==> config.mk <==
export PLATFORM = sky130hd
export DESIGN_NAME = uart_rx
export DESIGN_NICKNAME = d
export VERILOG_FILES = /design/src/rtl/uart_pkg.sv /design/src/rtl/uart_rx_sync.sv /design/src/rtl/uart_rx.sv
export SDC_FILE = /design/constraint.sdc
export NUM_CORES = 1
export LEC_CHECK = 0
export BUFFER_PORTS_ARGS = -buffer_cell sky130_fd_sc_hd__buf_2
export CAP_MARGIN = 15
export CORE_MARGIN = 8
export CORE_UTILIZATION = 38
export DETAILED_ROUTE_END_ITERATION = 10
export PLACE_DENSITY = 0.56
export SYNTH_ARGS = -nofsm -noshare
export SYNTH_HDL_FRONTEND = slang
export SYNTH_SLANG_ARGS = --single-unit
==> constraint.sdc <==
create_clock -name i_clk -period 3.41 [get_ports i_clk]
set_clock_uncertainty 0.05 [all_clocks]
set_input_delay 0.682 -clock i_clk [delete_from_list [all_inputs] [get_ports i_clk]]
set_output_delay 0.682 -clock i_clk [all_outputs]
set_load 0.01 [all_outputs]
==> src/rtl/uart_pkg.sv <==
// uart_pkg: shared receiver state encoding and data width.
package uart_pkg;
  localparam int UART_DATA_W = 8;
  typedef enum logic [2:0] {IDLE, START, DATA, PARITY, STOP, BREAK} rx_state_t;
endpackage

==> src/rtl/uart_rx_sync.sv <==
// uart_rx_sync: 2-flop synchronizer for the serial line, resets to idle-high.
module uart_rx_sync (
  input  logic i_clk,
  input  logic i_rst_n,
  input  logic i_d,
  output logic o_q
);
  logic [1:0] r_ff;
  always_ff @(posedge i_clk or negedge i_rst_n)
    if (!i_rst_n) r_ff <= 2'b11;
    else r_ff <= {r_ff[0], i_d};
  assign o_q = r_ff[1];
endmodule

==> src/rtl/uart_rx.sv <==
// uart_rx: mid-bit sampling UART receiver with valid/ready byte output.
// Optional even parity checking is enabled by defining UART_RX_PARITY_EN.
module uart_rx
  import uart_pkg::*;
#(
  parameter int CLKS_PER_BIT = 16
) (
  input  logic                   i_clk,
  input  logic                   i_rst_n,
  input  logic                   i_rx,
  output logic [UART_DATA_W-1:0] o_data,
  output logic                   o_valid,
  input  logic                   i_ready,
  output logic                   o_frame_err,
  output logic                   o_parity_err,
  output logic                   o_overrun
);
  localparam int CW = $clog2(CLKS_PER_BIT);
  localparam logic [CW-1:0] C_HALF = CW'(CLKS_PER_BIT / 2 - 1);
  localparam logic [CW-1:0] C_LAST = CW'(CLKS_PER_BIT - 1);
`ifdef UART_RX_PARITY_EN
  localparam rx_state_t AFTER_DATA = PARITY;
`else
  localparam rx_state_t AFTER_DATA = STOP;
`endif
  rx_state_t              r_state;
  logic [CW-1:0]          r_cnt;
  logic [2:0]             r_idx;
  logic [UART_DATA_W-1:0] r_sh;
  logic [UART_DATA_W-1:0] r_data;
  logic                   r_valid;
  logic                   r_fe;
  logic                   r_ov;
  logic                   w_rx_s;
  logic                   w_last;
`ifdef UART_RX_PARITY_EN
  logic                   r_pe;
  logic                   r_mis;
`endif
  uart_rx_sync u_sync (
    .i_clk  (i_clk),
    .i_rst_n(i_rst_n),
    .i_d    (i_rx),
    .o_q    (w_rx_s)
  );
  assign w_last = r_cnt == C_LAST;
  always_ff @(posedge i_clk or negedge i_rst_n)
    if (!i_rst_n) begin
      r_state <= IDLE;
      r_cnt   <= '0;
      r_idx   <= '0;
      r_sh    <= '0;
      r_data  <= '0;
      r_valid <= 1'b0;
      r_fe    <= 1'b0;
      r_ov    <= 1'b0;
`ifdef UART_RX_PARITY_EN
      r_pe    <= 1'b0;
      r_mis   <= 1'b0;
`endif
    end else begin
      r_fe <= 1'b0;
      r_ov <= 1'b0;
`ifdef UART_RX_PARITY_EN
      r_pe <= 1'b0;
`endif
      if (r_valid && i_ready) r_valid <= 1'b0;
      case (r_state)
        // The detect cycle already counts as the first cycle of the start bit.
        IDLE: if (!w_rx_s) begin
          r_state <= START;
          r_cnt   <= CW'(1);
        end
        START: if (r_cnt == C_HALF) begin
          r_cnt   <= '0;
          r_idx   <= '0;
          r_state <= w_rx_s ? IDLE : DATA;
`ifdef UART_RX_PARITY_EN
          r_mis   <= 1'b0;
`endif
        end else r_cnt <= r_cnt + 1'b1;
        DATA: if (w_last) begin
          r_cnt <= '0;
          r_sh  <= {w_rx_s, r_sh[UART_DATA_W-1:1]};
          r_idx <= r_idx + 1'b1;
          if (r_idx == 3'd7) r_state <= AFTER_DATA;
        end else r_cnt <= r_cnt + 1'b1;
`ifdef UART_RX_PARITY_EN
        PARITY: if (w_last) begin
          r_cnt   <= '0;
          r_mis   <= w_rx_s ^ (^r_sh);
          r_state <= STOP;
        end else r_cnt <= r_cnt + 1'b1;
`endif
        STOP: if (w_last) begin
          r_cnt   <= '0;
          r_state <= w_rx_s ? IDLE : BREAK;
          if (!w_rx_s) r_fe <= 1'b1;
`ifdef UART_RX_PARITY_EN
          else if (r_mis) r_pe <= 1'b1;
`endif
          else if (!r_valid || i_ready) begin
            r_data  <= r_sh;
            r_valid <= 1'b1;
          end else r_ov <= 1'b1;
        end else r_cnt <= r_cnt + 1'b1;
        BREAK: if (w_rx_s) r_state <= IDLE;
        default: r_state <= IDLE;
      endcase
    end
  assign o_data      = r_data;
  assign o_valid     = r_valid;
  assign o_frame_err = r_fe;
  assign o_overrun   = r_ov;
`ifdef UART_RX_PARITY_EN
  assign o_parity_err = r_pe;
`else
  assign o_parity_err = 1'b0;
`endif
endmodule

==> results.py, run 1 <==
metrics = {
    "logic_synthesis": {
        "synth_cells": 125,
        "synth_cell_type_count": 35,
        "syn-num-nets": 132,
        "yosysSeqAreaShare": 0.540,
        "synth_common_cells": "dfrtp_1 (29), nand2_1 (27), mux2_4 (8)",
        "yosysTopAreaCellShare": 0.503,
        "netlist.top_cell.by_area": "dfrtp_1",
        "ys.flop_type": "dfrtp_1",
        "syn_avg_cell_area_um2": 11.5,
        "ys_warn_count": 0,
        "synth_most_common_cell": "dfrtp_1",
        "synth_edf_count": 0,
        "ys_top_cells_by_area": "dfrtp_1 (50%), mux2_4 (8.3%), nand2_1 (7.0%)",
        "synth_async_sr_flop_share": 1.00,
        "synth_seq_cells": 31,
        "mappedNetlistArea_um2": 1440,
    },
    "flow_run": {
        "max_cap_violations": 0,
    },
    "timing": {
        "finalMaxSlewViolations": 0,
        "finalCritPeriodShare": 0.577,
        "fin_crit_ns": 1.97,
        "slew_headroom": 0.562,
        "fin_setup_tns_ns": 0,
        "final-hold-violation-count": 0,
        "fmax_mhz": 508,
        "hold_ws_ns": 0.306,
        "rsz0062_at_grt": "false",
        "tightest_slew_ns": 0.658,
        "setup_slack_ns": 1.44,
        "finalSetupViolations": 0,
    },
    "grt": {
        "grt_remaining_overflow": 0,
        "antenna_found_initial": 0,
        "grt_max_degree": 32,
        "grt_pass1_vias": 922,
        "grt_pass1_wl_um": 4370,
        "grt_use_total": 0.0904,
    },
    "drt": {
        "drt_iter0_drc": 31,
        "drc": 0,
        "via_count": 937,
        "vias_per_cell": 4.98,
        "dr.pass1.iters": 4,
        "ant_nets": 0,
        "routed_wirelength_um": 2440,
        "wl_per_cell_um": 13.0,
    },
    "placement": {
        "post-place-ws_ns": 1.46,
        "dp_hpwl_um": 1700,
        "io_buffers": 14,
        "finalWeightedCongestion": 0.787,
    },
    "cells_and_area": {
        "nets": 146,
        "drive_above_1_share": 0.271,
        "antenna_cells": 0,
        "area_growth_pct": 11.9,
    },
    "clock_tree": {
        "ctsResizeCount": 0,
        "post_cts_buffers": 0,
        "cts_max_level": 2,
        "cts_root_buf": "clkbuf_8",
        "clock_path_buffers": 2,
        "clock_latency_ns": 0.28,
        "ctsHoldBuffers": 0,
        "clkSlewWorstSetupHoldPaths_ns": 0.07,
        "clock-sinks": 31,
        "cts_tree": "yes",
        "cts_buffers": 5,
    },
    "min_path": {
        "hold_depth": 0,
        "hold_class": "flip-flop to flip-flop",
        "whs_endpoint": "u_sync.r_ff[1]",
        "min-delay-start": "u_sync.r_ff[0]",
    },
    "worst_setup_path": {
        "cp_max_fo": 5,
        "reg2reg_slack_ns": 1.44,
        "r2r_cells": 5,
        "critPathRequiredTime_ns": 3.52,
        "cp_slowest_cell": "dfrtp_1",
        "crit_type": "flip-flop to flip-flop",
        "path_delay_family": "simple AND/OR/NAND/NOR gates",
        "r2r-start": "r_cnt[0]",
        "critPathBufInv": 0,
        "worstPathArrival_ns": 2.08,
        "cp-start-kind": "flip-flop",
        "crit_path_max_incr_delay_ns": 0.41,
        "worstReg2RegEnd": "r_state[0]",
        "crit_chain": "ha_1, and3_1, o21ba_2, nor2_1, mux2_2",
        "end_kind": "flip-flop",
    },
    "floorplanning": {
        "start_util": 0.394,
        "ios": 16,
        "core-area_um2": 3660,
        "dieArea_um2": 6020,
        "dieWidth_um": 77.6,
        "rows": 22,
        "die_y_um": 77.6,
    },
    "power": {
        "power_leakage_nw": 0.839,
        "p_total_w": 0.000998,
        "ir_drop_v": 0.000236,
        "p_per_area_nw_per_um2": 619,
    },
    "status": {
        "status": "finished clean",
    },
}
## layout make-up
class / count / area, um^2
repair buffers: 14 / 70.1
flip-flops and latches: 31 / 778
clock buffers: 7 / 86.3
well taps: 48 / 60.1
clock inverters: 1 / 5.00
fillers: 340 / 2050
multi-input cells: 87 / 613
## per-stage QoR
| stage | area, um^2 | utilization | cells |
|---|---|---|---|
| finish | 1610 | 0.441 | 188 |
| global route | 1610 | 0.441 | 188 |
| CTS | 1610 | 0.441 | 188 |
| detailed placement | 1520 | 0.416 | 180 |
| global placement | 1520 | 0.416 | 180 |
| floorplan | 1440 | - | 125 |
## layout by cell type, fill, tap and decap left out, drive strengths merged
cell     count
a221o        1
o21ba        1
o22ai        1
nand3b       3
nor2         8
dfrtp       29
and3         3
a211oi       1
clkinv       1
a211o        2
or3b         1
o31ai        1
o21ai        2
nand2       27
dfstp        2
o21a         2
nand4        1
xor2         1
clkbuf       7
a22o         3
a31oi        1
a21oi        1
ha           3
conb         1
nand3        5
nor4b        2
nand2b       3
mux2        10
buf         14
nor3         1
o2bb2ai      1
nor2b        1
## how the worst max path moves through the flow
stage,startpoint,end,slack [ns],cells after the start
floorplan,r_cnt[0],r_state[0],1.53,6
global placement,r_cnt[0],r_state[0],1.51,5
detailed placement,r_cnt[0],r_state[0],1.46,5
CTS,r_cnt[0],r_state[0],1.45,5
global route,r_cnt[0],r_state[0],1.34,5
finish,r_cnt[0],r_state[0],1.44,5
## flip-flops by register name, summed over array words and instances, names as in the netlist
register	count
u_sync.r_ff	2
o_valid	1
r_sh	8
r_idx	3
r_state	3
o_overrun	1
r_cnt	4
o_data	8
o_frame_err	1
## power by group
part	total (W)	switching (W)	internal [W]
registers	0.000489	0.0000581	0.000431
logic	0.000214	0.000108	0.000105
clock network	0.000295	0.000133	0.000163
## layer usage
metal  vias to the layer above  global-route usage  routed length (um)  part of all wire
met2                        20               0.128                1060              0.44
met5                         -                   0                   0                 0
met4                         0              0.0396                  49             0.020
met1                       450               0.111                1150              0.47
li1                        461                   -                   -                 -
met3                         6              0.0484                 180             0.074
## cells by family after synthesis
kind of cell / count (synthesis) / share of synthesized area
AO/OA/AOI/OAI: 17 / 0.0938
XOR/XNOR: 1 / 0.00608
adder cells (fa/ha/maj): 3 / 0.0260
buffers and inverters: 7 / 0.0347
flip-flops: 31 / 0.540
multiplexers: 10 / 0.0990
other: 1 / 0.00260
AND/OR/NAND/NOR: 55 / 0.198
No activity file was read; power rests on OpenSTA's default activity.
==> run 2, diff against run 1 <==
Settings changed: PLACE_DENSITY 0.56 to 0.58.
Clock period 3.41 ns to 1.7 ns, I/O delays scaled along.
==> run 2 against run 1 <==
Critical path depth unchanged. Power up 130%. Setup slack got worse by 1.4 ns. Wire length is 13% higher. Clock-buffer cell count decreased by 1. Non-clock buffer count increased by 13. Largest power group unchanged.
==> results.py, run 2 (same netlist as run 1, synthesis figures left out) <==
metrics = {
    "status": {
        "status": "finished clean",
    },
    "cells_and_area": {
        "final_common_cell": "dfrtp_1",
        "regArea_um2": 779,
        "nFillCells": 330,
        "multiInputGateArea_um2": 643,
        "drive_above_1_share": 0.366,
        "layout_common_cells": "dfrtp_1 (28), nand2_1 (27), buf_2 (14)",
        "antenna_cells": 0,
        "nets": 159,
        "area_growth_pct": 22.7,
        "final_util": 0.483,
    },
    "floorplanning": {
        "dieWidth_um": 77.6,
        "start_util": 0.394,
        "rows": 22,
        "ios": 16,
        "dieArea_um2": 6020,
        "die_y_um": 77.6,
        "core-area_um2": 3660,
    },
    "grt": {
        "grt_max_degree": 32,
        "grt_pass1_vias": 989,
        "grt_remaining_overflow": 0,
        "grt_use_total": 0.0970,
        "grt_pass1_wl_um": 4690,
        "antenna_found_initial": 0,
    },
    "drt": {
        "drc": 0,
        "ant_nets": 0,
        "wl_per_cell_um": 13.7,
        "dr.pass1.iters": 4,
        "drt_iter0_drc": 67,
        "via_count": 999,
        "vias_per_cell": 4.97,
        "routed_wirelength_um": 2760,
    },
    "power": {
        "p_per_area_nw_per_um2": 1300,
        "ir_drop_v": 0.000561,
        "power_leakage_nw": 0.919,
    },
    "min_path": {
        "hold_class": "input pin to async pin",
    },
    "timing": {
        "slew_headroom": 0.554,
        "fin_crit_ns": 1.65,
        "fmax_mhz": 605,
        "finalCritPeriodShare": 0.972,
        "rsz0062_at_grt": "false",
        "finalMaxSlewViolations": 0,
        "final-hold-violation-count": 0,
        "hold_ws_ns": 0.0384,
        "fin_setup_tns_ns": 0,
        "tightest_slew_ns": 0.669,
        "finalSetupViolations": 0,
    },
    "worst_setup_path": {
        "cp-start-kind": "flip-flop",
        "cp_max_fo": 4,
        "reg2reg_slack_ns": 0.05,
        "worstPathArrival_ns": 1.77,
        "crit_type": "flip-flop to flip-flop",
        "end_kind": "flip-flop",
        "critPathRequiredTime_ns": 1.81,
    },
    "clock_tree": {
        "clkSlewWorstSetupHoldPaths_ns": 0.06,
        "cts_root_buf": "clkbuf_8",
        "cts_buffers": 5,
        "clock-sinks": 31,
        "clock_path_buffers": 2,
        "cts_tree": "yes",
        "clock_latency_ns": 0.28,
        "cts_max_level": 2,
        "ctsHoldBuffers": 0,
    },
    "placement": {
        "io_buffers": 14,
        "finalWeightedCongestion": 0.799,
        "dp_hpwl_um": 1880,
    },
    "flow_run": {
        "max_cap_violations": 0,
    },
}
run 2: final timing paths:
path	startpoint	endpoint	cells past startpoint
setup / recovery	r_cnt[0]	r_state[0]	5
hold / removal	i_rst_n	r_cnt[2]	1
setup reg to reg	r_cnt[0]	r_state[0]	5
hold reg to reg	u_sync.r_ff[0]	u_sync.r_ff[1]	0
max in group asynchronous	i_rst_n	r_state[1]	1
min in group i_clk	i_rx	u_sync.r_ff[0]	1
run 2: power breakdown:
part           internal, W  switching, W  total [W]  leakage [nW]
combinational     0.000305      0.000265   0.000569         0.450
clock             0.000474      0.000279   0.000753        0.0612
sequential        0.000865      0.000112   0.000977         0.407
total              0.00164      0.000656    0.00230         0.919
run 2: layer usage:
metal / track usage / part of all wire / vias up / wire length [um]
met5: 0 / 0 / - / 0
met2: 0.147 / 0.48 / 17 / 1310
met4: 0.0396 / 0.015 / 0 / 40
met3: 0.0461 / 0.059 / 5 / 163
li1: - / - / 485 / -
met1: 0.115 / 0.45 / 492 / 1240
run 2: area by class of cell:
type,instances,area share
repair buffers,27,0.0948
well taps,48,0.0340
clock inverters,2,0.0198
clock buffers,6,0.0467
flip-flops and latches,31,0.441
multi-input cells,87,0.364
run 2: stage by stage:
| stage | area (um^2) | instances | power, W | worst slack (ns) |
|---|---|---|---|---|
| after CTS | 1750 | 199 | 0.00229 | 0.0377 |
| after global routing | 1770 | 201 | 0.00245 | 0.00117 |
| after floorplan | 1460 | 125 | 0.00135 | 0.00382 |
| after global placement | 1620 | 191 | 0.00150 | 0.0170 |
| final | 1770 | 201 | 0.00230 | 0.0470 |
| after detailed placement | 1620 | 191 | 0.00152 | -0.0243 |
run 2: what timing repair did:
action	in CTS	in global routing
endpoints found under the hold margin	0	0
setup buffers	0	2
endpoints found under the setup margin	9	3
pin swaps	0	2
resized for setup	4	1
gates cloned	0	0
run 2: critical path, stage by stage (launching register included):
cell     delay (ns)
dfrtp_1        0.39
ha_2           0.21
and3_4         0.21
o21ba_4        0.22
nor2_4         0.14
mux2_4         0.31
